`config.mk`:
```
export PLATFORM = sky130hd
export DESIGN_NAME = router_reg_gen
export DESIGN_NICKNAME = d
export VERILOG_FILES = /design/src/rtl/router_reg_gen.sv
export SDC_FILE = /design/constraint.sdc
export NUM_CORES = 1
export LEC_CHECK = 0
export CORE_MARGIN = 1
export CORE_UTILIZATION = 40
export DETAILED_ROUTE_END_ITERATION = 10
export GPL_ROUTABILITY_DRIVEN = 0
export MAX_ROUTING_LAYER = met4
export SYNTH_ARGS = -nofsm -noshare
export SYNTH_HDL_FRONTEND = slang
export SYNTH_SLANG_ARGS = --single-unit
```
`constraint.sdc`:
```
create_clock -name clock -period 1.5 [get_ports clock]
set_input_delay 0.3 -clock clock [delete_from_list [all_inputs] [get_ports clock]]
set_output_delay 0.3 -clock clock [all_outputs]
set_load 0.03 [all_outputs]
```
`src/rtl/router_reg_gen.sv`:
```
// router_reg_gen: router input register stage between the router FSM and the
// per-port output FIFOs.
//   - Latches the packet header and forwards header and payload bytes on dout.
//   - Keeps the byte that arrives while the selected FIFO is full (hold) and
//     replays it in LOAD_AFTER_FULL.
//   - Accumulates a packet check value (XOR or modular sum), counts payload
//     bytes, compares both against the trailing check byte and the header
//     length field, and reports the result one cycle after parity_done rises.
//
// Ports:
//   clock, resetn            rising-edge clock, asynchronous active-low reset
//   pkt_valid                high for header/payload bytes, low on the check byte
//   fifo_full                selected output FIFO is full
//   rst_int_reg              FSM request to clear low_pkt_valid
//   detect_add, lfd_state,
//   ld_state, laf_state,
//   full_state               one-hot FSM state indications
//   data_in                  input byte
//   dout                     byte to the FIFO
//   parity_done              check byte has been captured
//   low_pkt_valid            pkt_valid has fallen within the current packet
//   err                      check or length mismatch
//   err_status               bit0 check mismatch, bit1 length mismatch
//   pay_cnt                  payload bytes accepted so far (saturating)
//
// Handshake: there is no ready path back to the source. A byte on data_in is
// consumed on a rising edge only in the FSM state that names it; while
// fifo_full is high in LOAD_DATA the byte is parked in hold and the FSM is
// expected to pass through FIFO_FULL_STATE and LOAD_AFTER_FULL to release it.
module router_reg_gen #(
    parameter int DATA_W    = 8,
    parameter int ADDR_W    = 2,
    parameter int NUM_PORTS = 3,
    parameter int CHK_MODE  = 0,
    parameter int LEN_CHECK = 1
) (
    input  logic                     clock,
    input  logic                     resetn,
    input  logic                     pkt_valid,
    input  logic                     fifo_full,
    input  logic                     rst_int_reg,
    input  logic                     detect_add,
    input  logic                     lfd_state,
    input  logic                     ld_state,
    input  logic                     laf_state,
    input  logic                     full_state,
    input  logic [DATA_W-1:0]        data_in,
    output logic [DATA_W-1:0]        dout,
    output logic                     parity_done,
    output logic                     low_pkt_valid,
    output logic                     err,
    output logic [1:0]               err_status,
    output logic [DATA_W-ADDR_W-1:0] pay_cnt
);

    localparam int LEN_W = DATA_W - ADDR_W;

    logic [DATA_W-1:0] hdr_q, hdr_d;
    logic [DATA_W-1:0] hold_q, hold_d;
    logic [DATA_W-1:0] acc_q, acc_d;
    logic [DATA_W-1:0] chk_q, chk_d;
    logic [DATA_W-1:0] dout_q, dout_d;
    logic              parity_done_q, parity_done_d;
    logic              pd_prev_q, pd_prev_d;
    logic              low_pkt_valid_q, low_pkt_valid_d;
    logic              err_q, err_d;
    logic [1:0]        err_status_q, err_status_d;
    logic [LEN_W-1:0]  pay_cnt_q, pay_cnt_d;

    logic addr_ok;
    logic take_payload;
    logic pd_rise;

    // Running check operator: XOR parity or truncated modular sum.
    function automatic logic [DATA_W-1:0] acc_op(input logic [DATA_W-1:0] a,
                                                  input logic [DATA_W-1:0] b);
        if (CHK_MODE == 1) return a + b;
        else               return a ^ b;
    endfunction

    assign addr_ok      = 32'(data_in[ADDR_W-1:0]) < 32'(NUM_PORTS);
    assign take_payload = ld_state && pkt_valid && !full_state;
    // The result is evaluated on the cycle after parity_done first goes high,
    // when acc and chk are both final.
    assign pd_rise      = parity_done_q && !pd_prev_q;

    always_comb begin
        hdr_d           = hdr_q;
        hold_d          = hold_q;
        acc_d           = acc_q;
        chk_d           = chk_q;
        dout_d          = dout_q;
        parity_done_d   = parity_done_q;
        pd_prev_d       = parity_done_q;
        low_pkt_valid_d = low_pkt_valid_q;
        err_d           = err_q;
        err_status_d    = err_status_q;
        pay_cnt_d       = pay_cnt_q;

        // Invalid destinations keep the previous header.
        if (detect_add && pkt_valid && addr_ok) begin
            hdr_d = data_in;
        end

        if (lfd_state) begin
            dout_d = hdr_q;
        end else if (ld_state && !fifo_full) begin
            dout_d = data_in;
        end else if (ld_state && fifo_full) begin
            hold_d = data_in;
        end else if (laf_state) begin
            dout_d = hold_q;
        end

        if (detect_add) begin
            acc_d = '0;
        end else if (lfd_state) begin
            acc_d = acc_op(acc_q, hdr_q);
        end else if (take_payload) begin
            acc_d = acc_op(acc_q, data_in);
        end

        if (detect_add) begin
            pay_cnt_d = '0;
        end else if (take_payload && (pay_cnt_q != '1)) begin
            pay_cnt_d = pay_cnt_q + LEN_W'(1);
        end

        // A check byte blocked by a full FIFO reaches chk through hold.
        if (ld_state && !pkt_valid && !fifo_full) begin
            chk_d = data_in;
        end else if (laf_state && !parity_done_q) begin
            chk_d = hold_q;
        end

        if (rst_int_reg) begin
            low_pkt_valid_d = 1'b0;
        end else if (ld_state && !pkt_valid) begin
            low_pkt_valid_d = 1'b1;
        end

        if (detect_add) begin
            parity_done_d = 1'b0;
        end else if ((ld_state && !fifo_full && !pkt_valid) ||
                     (laf_state && low_pkt_valid_q && !parity_done_q)) begin
            parity_done_d = 1'b1;
        end

        if (detect_add) begin
            err_d        = 1'b0;
            err_status_d = 2'b00;
        end else if (pd_rise) begin
            err_status_d[0] = (acc_q != chk_q);
            err_status_d[1] = (LEN_CHECK != 0) && (pay_cnt_q != hdr_q[DATA_W-1:ADDR_W]);
            err_d           = |err_status_d;
        end
    end

    always_ff @(posedge clock or negedge resetn) begin
        if (!resetn) begin
            hdr_q           <= '0;
            hold_q          <= '0;
            acc_q           <= '0;
            chk_q           <= '0;
            dout_q          <= '0;
            parity_done_q   <= 1'b0;
            pd_prev_q       <= 1'b0;
            low_pkt_valid_q <= 1'b0;
            err_q           <= 1'b0;
            err_status_q    <= 2'b00;
            pay_cnt_q       <= '0;
        end else begin
            hdr_q           <= hdr_d;
            hold_q          <= hold_d;
            acc_q           <= acc_d;
            chk_q           <= chk_d;
            dout_q          <= dout_d;
            parity_done_q   <= parity_done_d;
            pd_prev_q       <= pd_prev_d;
            low_pkt_valid_q <= low_pkt_valid_d;
            err_q           <= err_d;
            err_status_q    <= err_status_d;
            pay_cnt_q       <= pay_cnt_d;
        end
    end

    assign dout          = dout_q;
    assign parity_done   = parity_done_q;
    assign low_pkt_valid = low_pkt_valid_q;
    assign err           = err_q;
    assign err_status    = err_status_q;
    assign pay_cnt       = pay_cnt_q;

endmodule
```
==> flow_metrics.tcl <==
set metrics [dict create \
    status "finished clean" \
    maxCapViolCount 0 \
    ios 37 \
    holdPathStages 0 \
    final_cell_mix "dfrtp_1 (50), nor2_1 (41), buf_4 (35)" \
    synth_edf_count 0 \
    cp_slowest_cell "dfrtp_2" \
    viasPerCell 5.101 \
    synth_cells 239 \
    worst_slew_pin_slew_ns 0.3117 \
    wl_met3_microns 197 \
    yosysSeqAreaShare_pct 50.96 \
    cts_root_buf "clkbuf_8" \
    post-route-util_pct 55.77 \
    dp_hpwl_microns 4478 \
    die_h_microns 81.90 \
    grt_pass1_wl_microns 9722 \
    antenna_found_initial 0 \
    cts_num_sinks 52 \
    die_area_sq_mm 0.006708 \
    postSynthAreaPerCell_sq_um 10.68 \
    critical_path_required_ns 1.20 \
    slew_violations 0 \
    path_max_fanout 6 \
    critPathBufInv 1 \
    r2r-start "pay_cnt[0]" \
    drive_above_1_share_pct 22.12 \
    worst-setup-path-type "register to primary output" \
    num-fill-cells 569 \
    wl_met2_microns 2809 \
    layout_commonest_cell "dfrtp_1" \
    async_flop_share_pct 100.0 \
    multi_input_area_sq_mm 0.001202 \
    start_util_pct 42.38 \
    ant_nets 0 \
    vdd_drop_max_uv 600.3 \
    crit_cells 1 \
    wl_met1_microns 2997 \
    critical_path.top_delay_family "flip-flops" \
    max_slew_margin_pct 79.04 \
    end_kind "primary output" \
    drt_wl_total_microns 6065 \
    slowest_delay_ns 0.44 \
    cp-start-kind "register" \
    diodes 0 \
    dr.pass1.iters 6 \
    grt_max_degree 53 \
    rr_worst_depth 5 \
    grt.overflow.total 0 \
    synth_cell_types 37 \
    critPathLaunch "pay_cnt[0]" \
    hold_viol 0 \
    placeableCoreArea_sq_mm 0.006026 \
    crit_chain "dlygate4sd2_1" \
    num_rows 28 \
    ys.flop_type "dfrtp_1" \
    drt_iter0_markers 87 \
    cellPowerDensity_mw_per_mm2 1078 \
    top_layer_used "met4" \
    dp.cells 378 \
    synthesis.area_sq_mm 0.002554 \
    placed_area_sq_mm 0.003259 \
    rsz0062_at_grt "no" \
    cts_buffers 5 \
    fin_nets 330 \
    ys_ff_latch 52 \
    design_area_sq_mm 0.003361 \
    vias 1974 \
    wl_per_cell_microns 15.67 \
    synth_warnings 0 \
    setup_viol 0 \
    clock_latency_ns 0.31 \
    leakage_nw 1.611 \
    syn-num-nets 258 \
    die_x_microns 81.90 \
    min-delay-start "parity_done" \
    cts_tree "done" \
    cts_max_path_buffers 2 \
    finClkSkew_ns 0.009944 \
    area_delta_synth_final_pct 31.60 \
    drcViolationCount 0 \
    final-instance-count-excl-fill 387 \
    max_freq_mhz 687.5 \
    regArea_sq_mm 0.001304 \
    post-cts-setup-buffers 0 \
    clk_pin_slew_ns 0.09 \
    port_buffers 36 \
    period_share_pct 96.98 \
    htreeDepth 2 \
    finalPower_mw 3.622 \
    track_usage_pct 20.58 \
    worstHoldPathType "register to register" \
    min_period_ns 1.455 \
    grt_pass1_vias 1913 \
    crit_arrival_ns 1.15 \
]
## per-layer routing
layer / GRT usage (%) / vias up
li1: - / 967
met4: 5.263 / 0
met2: 32.15 / 31
met3: 3.556 / 7
met1: 27.64 / 969
met5: - / -
## cell families (layout without fill, tap and decap cells)
| kind of cell | count (synthesis) | count (layout) | share of synthesized area [%] |
|---|---|---|---|
| xor gates and xnor gates | 26 | 26 | 8.917 |
| adders and majority gates | 1 | 1 | 0.4899 |
| buffers and inverters | 11 | 84 | 2.205 |
| DFF | 52 | 52 | 50.96 |
| muxes | 28 | 28 | 11.76 |
| and+or+nand+nor | 80 | 80 | 15.29 |
| AOI/OAI and AO/OA | 41 | 41 | 10.39 |
## power breakdown
part	internal (mW)	total, mW	switching [mW]	leakage, nW
Sequential	1.62	1.79	0.173	0.649
Combinational	0.440	0.878	0.438	0.907
Clock	0.496	0.954	0.459	0.0552
## cells in the mapped netlist, types with 2 or more instances
| master | count | area, sq um |
|---|---|---|
| a22oi_1 | 2 | 15.01 |
| a21boi_0 | 6 | 45.04 |
| buf_2 | 6 | 30.03 |
| and3_1 | 3 | 18.77 |
| nor2b_1 | 3 | 18.77 |
| mux2i_1 | 12 | 120.1 |
| inv_1 | 2 | 7.510 |
| nand2b_1 | 4 | 25.02 |
| mux2_2 | 16 | 180.2 |
| nor2_1 | 41 | 153.9 |
| o21ai_0 | 12 | 60.06 |
| xnor2_1 | 11 | 96.34 |
| nand4_1 | 4 | 25.02 |
| nand2_1 | 17 | 63.81 |
| buf_4 | 2 | 15.01 |
| a221oi_1 | 2 | 17.52 |
| a21oi_1 | 6 | 30.03 |
| xor2_1 | 15 | 131.4 |
| o211ai_1 | 4 | 30.03 |
| a211o_1 | 3 | 26.28 |
| dfrtp_1 | 52 | 1301 |
## registers in the layout, summed over array words and instances (netlist names)
name           count
hold_q             8
acc_q              8
pay_cnt            6
chk_q              8
err                1
low_pkt_valid      1
hdr_q              8
err_status         2
parity_done        1
dout               8
pd_prev_q          1
## final timing paths
path	to	slack, ns
hold reg to reg	pd_prev_q	0.49
max in group asynchronous	pay_cnt[1]	0.74
hold / removal	pd_prev_q	0.49
setup / recovery	pay_cnt[0]	0.05
setup reg to reg	pay_cnt[1]	0.10
min in group asynchronous	err_status[1]	0.52
## through the flow
| stage | worst slack, ns | TNS (ns) | hold WS, ns |
|---|---|---|---|
| 2_1_floorplan | 0.1109 | 0 | 0.004409 |
| 3_3_place_gp | -0.2544 | -7.924 | 0.3184 |
| 3_5_place_dp | -0.2751 | -8.630 | 0.3182 |
| 4_1_cts | 0.01760 | 0 | 0.4945 |
| 5_1_grt | 0.007027 | 0 | 0.5123 |
| 6_report | 0.04535 | 0 | 0.4869 |
## what timing repair did
| item | 4_1_cts | 5_1_grt |
|---|---|---|
| endpoints found under the setup margin | 19 | 5 |
| resized for setup | 20 | 5 |
| hold buffers | 1 | 0 |
| hold endpoints to repair | 52 | 0 |
## final cells by class
type,count,area share [%]
clock buffers,6,2.159
inverters,2,0.2234
multi-input cells,176,35.78
repair buffers,74,19.21
flip-flops and latches,52,38.79
well taps,75,2.792
clock inverters,2,1.042
Note: power is estimated with default switching activity, not from simulation.
